<file path="src/rtl/serial_subtractor.sv">
// Bit-serial a-b (LSB first) through one full_subtractor cell; SERIAL_SUB_SIGNED_EN adds the overflow output.
// Latency: done pulses WIDTH+1 cycles after the accepted start edge; results hold until the next start.
// Backpressure: none; start is only sampled in IDLE and ignored while busy or done.

module full_subtractor (
  input  logic A,
  input  logic B,
  input  logic Bin,
  output logic Diff,
  output logic Bout
);
  assign Diff = A ^ B ^ Bin;
  assign Bout = (~A & B) | (~(A ^ B) & Bin);
endmodule

module serial_subtractor #(
  parameter int WIDTH = 8
) (
  input  logic             clk,
  input  logic             rst,
  input  logic             start,
  input  logic [WIDTH-1:0] a,
  input  logic [WIDTH-1:0] b,
  output logic             busy,
  output logic             done,
  output logic [WIDTH-1:0] diff,
  output logic             borrow_out
`ifdef SERIAL_SUB_SIGNED_EN
  ,
  output logic             overflow
`endif
);

  localparam int CW = $clog2(WIDTH);
  localparam logic [CW-1:0] LAST = CW'(WIDTH - 1);

  typedef enum logic [1:0] {
    IDLE = 2'd0,
    RUN  = 2'd1,
    DONE = 2'd2
  } state_t;

  state_t           state, state_n;
  logic [WIDTH-1:0] a_sr, b_sr;
  logic [CW-1:0]    cnt;
  logic             borrow_reg;
  logic             cell_d, cell_bo;

  full_subtractor u_cell (
    .A    (a_sr[0]),
    .B    (b_sr[0]),
    .Bin  (borrow_reg),
    .Diff (cell_d),
    .Bout (cell_bo)
  );

  always_ff @(posedge clk or posedge rst) begin
    if (rst) state <= IDLE;
    else     state <= state_n;
  end

  always_comb begin
    state_n = state;
    case (state)
      IDLE:    if (start) state_n = RUN;
      RUN:     if (cnt == LAST) state_n = DONE;
      DONE:    state_n = IDLE;
      default: state_n = IDLE;
    endcase
  end

  assign busy = (state == RUN);
  assign done = (state == DONE);

  always_ff @(posedge clk or posedge rst) begin
    if (rst) begin
      a_sr       <= '0;
      b_sr       <= '0;
      cnt        <= '0;
      borrow_reg <= 1'b0;
      diff       <= '0;
      borrow_out <= 1'b0;
`ifdef SERIAL_SUB_SIGNED_EN
      overflow   <= 1'b0;
`endif
    end else begin
      case (state)
        IDLE: begin
          if (start) begin
            a_sr       <= a;
            b_sr       <= b;
            cnt        <= '0;
            borrow_reg <= 1'b0;
            diff       <= '0;
            borrow_out <= 1'b0;
`ifdef SERIAL_SUB_SIGNED_EN
            overflow   <= 1'b0;
`endif
          end
        end
        RUN: begin
          // Result bits enter at the MSB so the LSB lands at bit 0 after WIDTH shifts.
          diff       <= {cell_d, diff[WIDTH-1:1]};
          a_sr       <= {1'b0, a_sr[WIDTH-1:1]};
          b_sr       <= {1'b0, b_sr[WIDTH-1:1]};
          borrow_reg <= cell_bo;
          cnt        <= cnt + 1'b1;
          if (cnt == LAST) begin
            borrow_out <= cell_bo;
`ifdef SERIAL_SUB_SIGNED_EN
            overflow   <= borrow_reg ^ cell_bo;
`endif
          end
        end
        default: ;
      endcase
    end
  end

endmodule

</file>
<file path="config.mk">
export PLATFORM = sky130hd
export DESIGN_NAME = serial_subtractor
export DESIGN_NICKNAME = d
export VERILOG_FILES = /design/src/rtl/serial_subtractor.sv
export SDC_FILE = /design/constraint.sdc
export NUM_CORES = 1
export LEC_CHECK = 0
export BUFFER_PORTS_ARGS = -buffer_cell sky130_fd_sc_hd__buf_4
export CORE_ASPECT_RATIO = 1.75
export CORE_MARGIN = 1.5
export CORE_UTILIZATION = 35
export CTS_CLUSTER_DIAMETER = 40
export DETAILED_ROUTE_END_ITERATION = 7
export MAX_ROUTING_LAYER = met4
export PLACE_DENSITY = 0.56
export SYNTH_ARGS = -nofsm -noshare
export SYNTH_HDL_FRONTEND = slang
export SYNTH_SLANG_ARGS = --single-unit
</file>
<file path="constraint.sdc">
create_clock -name clk -period 3 [get_ports clk]
set_clock_uncertainty 0.15 [all_clocks]
set_input_delay 0.6 -clock clk [delete_from_list [all_inputs] [get_ports clk]]
set_output_delay 0.6 -clock clk [all_outputs]
set_load 0.05 [all_outputs]
</file>
==> Word level (Yosys, flattened, before mapping) <==
Index checks and enable logic that the tools add are counted.
Widths: inputs -> output; s select.
{ "totals": {"register_bits": 31, "input_bits": 19, "out_inout_bits": 11, "elab_cells": 40} }
{ "op_classes": {"add_sub_neg": 1, "n_eq_ne": 5, "muxes": 15, "n_bitwise": 7, "n_reduce_logical": 5} }
{ "ops": {"columns": ["operator", "count"], "rows": [
  ["$pmux 8 s2", 3],
  ["$mux 8", 3],
  ["$pmux 3 s2", 1],
  ["$mux 2", 2],
  ["$pmux 1 s2", 2],
  ["$pmux 2 s2", 1],
  ["$reduce_and 2->1", 2],
  ["$add 3x1->3 const B", 1],
  ["$eq 3x3->1 const B", 1],
  ["$mux 3", 1],
  ["$reduce_and 3->1", 1],
  ["$and 1x1->1", 2],
  ["$eq 2x1->1 const B", 1],
  ["$eq 2x2->1 const B", 1],
  ["$logic_not 2->1", 1],
  ["$mux 1", 2],
  ["$ne 2x1->1 const B", 1],
  ["$ne 2x2->1 const B", 1],
  ["$not 1->1", 2],
  ["$reduce_bool 2->1", 1],
  ["$xor 1x1->1", 2],
  ["$or 1x1->1", 1]
]} }

==> Depth between registers and ports, before layout <==
{ "depth": {"word_depth": 6, "depth_mapped": 4} }

==> By module <==
Synthesis repeated with hierarchy kept, for this count alone.
{ "unflattened": {"cells_unflattened": 130, "hier_area_um2": 1452.6} }
{ "modules_own_cells": {"columns": ["mod", "instances", "cells_per_inst", "area_per_inst_um2", "seq_area_each_um2"], "rows": [
  ["serial_subtractor", 1, 126, 1421.4, 775.7],
  ["full_subtractor", 1, 4, 31.3, 0.0]
]} }

==> Worst setup path before layout <==
No wires, ideal clock.
{ "synth_path": {"path_kind": "reg-to-output", "from": "register state[1]", "to": "output done", "arrival_ns": 1.419, "required_ns": 2.250, "slack_ns": 0.831, "path_stages_with_launch": 4, "path_cell_list": "dfrtp_1 buf_4 buf_2 nor2b_1"} }
{ "synth_between": {"elab_chain_len": 1} }
{ "synth_rtl": {"columns": ["element", "line_no", "text"], "rows": [
  ["start: declaration", "43", "state_t state, state_n;"],
  ["start signal: assignment", "59", "else state <= state_n;"],
  ["$eq 2x2->1", "73", "assign done = (state == DONE);"],
  ["end: declaration", "25", "output logic done,"]
]} }
No other way between the ends.

==> Final worst setup path <==
Ends and elaborated chain as after synthesis.

==> results.json <==
{
  "finalSetupTns_ps": 0,
  "async_reset_ff_share_pct": 100,
  "synth_top_area_share_pct": 51.2,
  "nFillCells": 392,
  "drtIter0Drc": 29,
  "synth_common_cells": "dfrtp_1 (31), inv_1 (18), nor2b_1 (15)",
  "clockRootBuffer": "clkbuf_8",
  "path_buf_inv": 2,
  "fin_total_pwr_uw": 1990,
  "synth_edf_count": 0,
  "syn_nets": 153,
  "antenna_found_initial": 0,
  "cp_common_cell": "buf_4",
  "whs_ps": 236,
  "drc_errors": 0,
  "p_leak_uw": 0.000849,
  "syn_area_per_cell_um2": 11.6,
  "area.sequential_um2": 776,
  "postRouteAntennaNets": 0,
  "clk_latency_ps": 290,
  "vias": 1095,
  "holdBufCountCts": 0,
  "rsz0062_at_grt": "false",
  "die_w_um": 52.7,
  "timing.fmax_mhz": 474,
  "dr.pass1.iters": 4,
  "cts_inserted_buffers": 5,
  "multi_input_area_um2": 588,
  "fin_crit_ps": 2110,
  "h-tree-depth": 2,
  "yosys_register_bits": 31,
  "grt_max_degree": 32,
  "synthAdderAreaFrac_pct": 2.97,
  "start_util_pct": 36.5,
  "worst_pin_slew_ps": 728,
  "synth_mux_area_share_pct": 0.743,
  "routed_wl_um": 3130,
  "cp_data_arrival_time_ps": 1360,
  "finalHoldViolCount": 0,
  "syn_inst": 131,
  "gp_congestion": 0.739,
  "grt.total_usage_pct": 15.5,
  "peakVddDrop_mv": 0.879,
  "synthDistinctLibCells": 27,
  "finalSetupViolCount": 0,
  "dp.final_hpwl_um": 2060,
  "top_regs": "a_sr x8, b_sr x8, diff x8",
  "viasPerCell": 5.21,
  "pin_count": 30,
  "cp_top_family": "flip-flops",
  "power_per_cell_area_mw_per_mm2": 1090,
  "die_h_um": 90.0,
  "hold_path_class": "in2async",
  "synth_top_family_by_area": "compound AO/OA/AOI/OAI gates",
  "core_area_mm2": 0.00415,
  "finalCritPeriodShare_pct": 70.3,
  "grt_pass1_vias": 1126,
  "area_growth_pct": 20.7,
  "port_buffers": 29,
  "ctsResizeCount": 0,
  "synth-main-ff-cell": "dfrtp_1",
  "clk_pin_slew_ps": 70,
  "status": "completed",
  "grt_pass1_wl_um": 5440,
  "clock_sinks": 31,
  "synth_simple_gate_area_share_pct": 16.8,
  "synth-xor-area-share_pct": 0,
  "crit_path_end_kind": "output port",
  "critical_path_peak_fanout": 13,
  "dieArea_mm2": 0.00475,
  "wl_per_cell_um": 14.9,
  "place_area_mm2": 0.00174,
  "fin_area_mm2": 0.00183,
  "synthesis.area_mm2": 0.00152,
  "synth_most_common_cell": "dfrtp_1",
  "ys_warn_count": 0,
  "num_rows": 31,
  "critPathKind": "reg2out",
  "nets": 182,
  "cts_setup_buffers": 0,
  "slew_viol_final": 0,
  "synth_compound_area_share_pct": 18.3,
  "overflow": 0,
  "worstPathRequired_ps": 2250,
  "cp_cell_sequence": "buf_4 -> nor2b_1 -> buf_4",
  "clock_path_buffers": 2,
  "relSlewSlack_pct": 51.3,
  "cp_slowest_cell": "dfrtp_1",
  "cp-start-kind": "register",
  "ys_top_cells_by_area": "dfrtp_1 (51%), a22o_1 (6.4%), nor2b_1 (6.2%)",
  "diodes": 0,
  "drive_gt1_share_pct": 28.6,
  "maxCapViolCount": 0,
  "synth_top_cell_by_area": "dfrtp_1",
  "synth_seq_area_share_pct": 51.2,
  "final_core_util_pct": 44.1,
  "cts_tree": "yes",
  "slowest_delay_ps": 480
}
through the flow:
| step | std cells | worst slack [ps] |
|---|---|---|
| 4_1_cts | 210 | 874 |
| 2_1_floorplan | 131 | 831 |
| 6_report | 210 | 891 |
| 3_5_place_dp | 202 | 1120 |
| 3_3_place_gp | 202 | 1180 |
| 5_1_grt | 210 | 791 |
worst min-delay path: cells and delay by family:
family,cells,cell delay (ps)
buf+inv,3,500
final timing paths:
check,startpoint,endpoint,slack [ps],depth (start not counted)
min in group clk,b_sr[7],b_sr[7],350,2
min reg2reg,b_sr[7],b_sr[7],350,2
min,rst,diff[5],240,3
max reg2reg,state[0],b_sr[5],1270,3
max in group asynchronous,rst,b_sr[3],2170,3
max,state[1],done,890,3
layout make-up:
cell class	count	share of cell area (%)
timing repair buffer	33	13.5
tap	49	3.35
sequential	31	42.4
clock inverter	3	1.09
clock buffer	5	3.76
multi-input combinational	71	32.1
inverter	18	3.69
cell families (layout without fill, tap and decap cells):
| group | Yosys count | in the layout |
|---|---|---|
| simple gates | 37 | 37 |
| flops | 31 | 31 |
| compound gates | 30 | 30 |
| buf+inv | 29 | 59 |
| fa+ha+maj | 3 | 3 |
| mux | 1 | 1 |
where the power goes:
| group | internal [uW] | leakage [uW] | switching, uW |
|---|---|---|---|
| combinational | 394 | 0.000428 | 538 |
| clock | 161 | 0.0000402 | 167 |
| sequential | 608 | 0.000381 | 119 |
| total | 1160 | 0.000849 | 824 |
routing by layer:
layer | global-route usage [%] | routed length, um
met5 | - | 0
met4 | 6.41 | 65
met3 | 3.82 | 171
met2 | 22.1 | 1580
met1 | 20.8 | 1310
cells in the final DEF, fill, tap and decap left out, drive strengths merged, types with 5 or more instances in the layout:
cell type	instances
clkbuf	5
dfrtp	31
nor3b	12
nor2b	15
buf	33
a22o	11
a221oi	11
inv	18
Power figures use the tool's default switching activity.
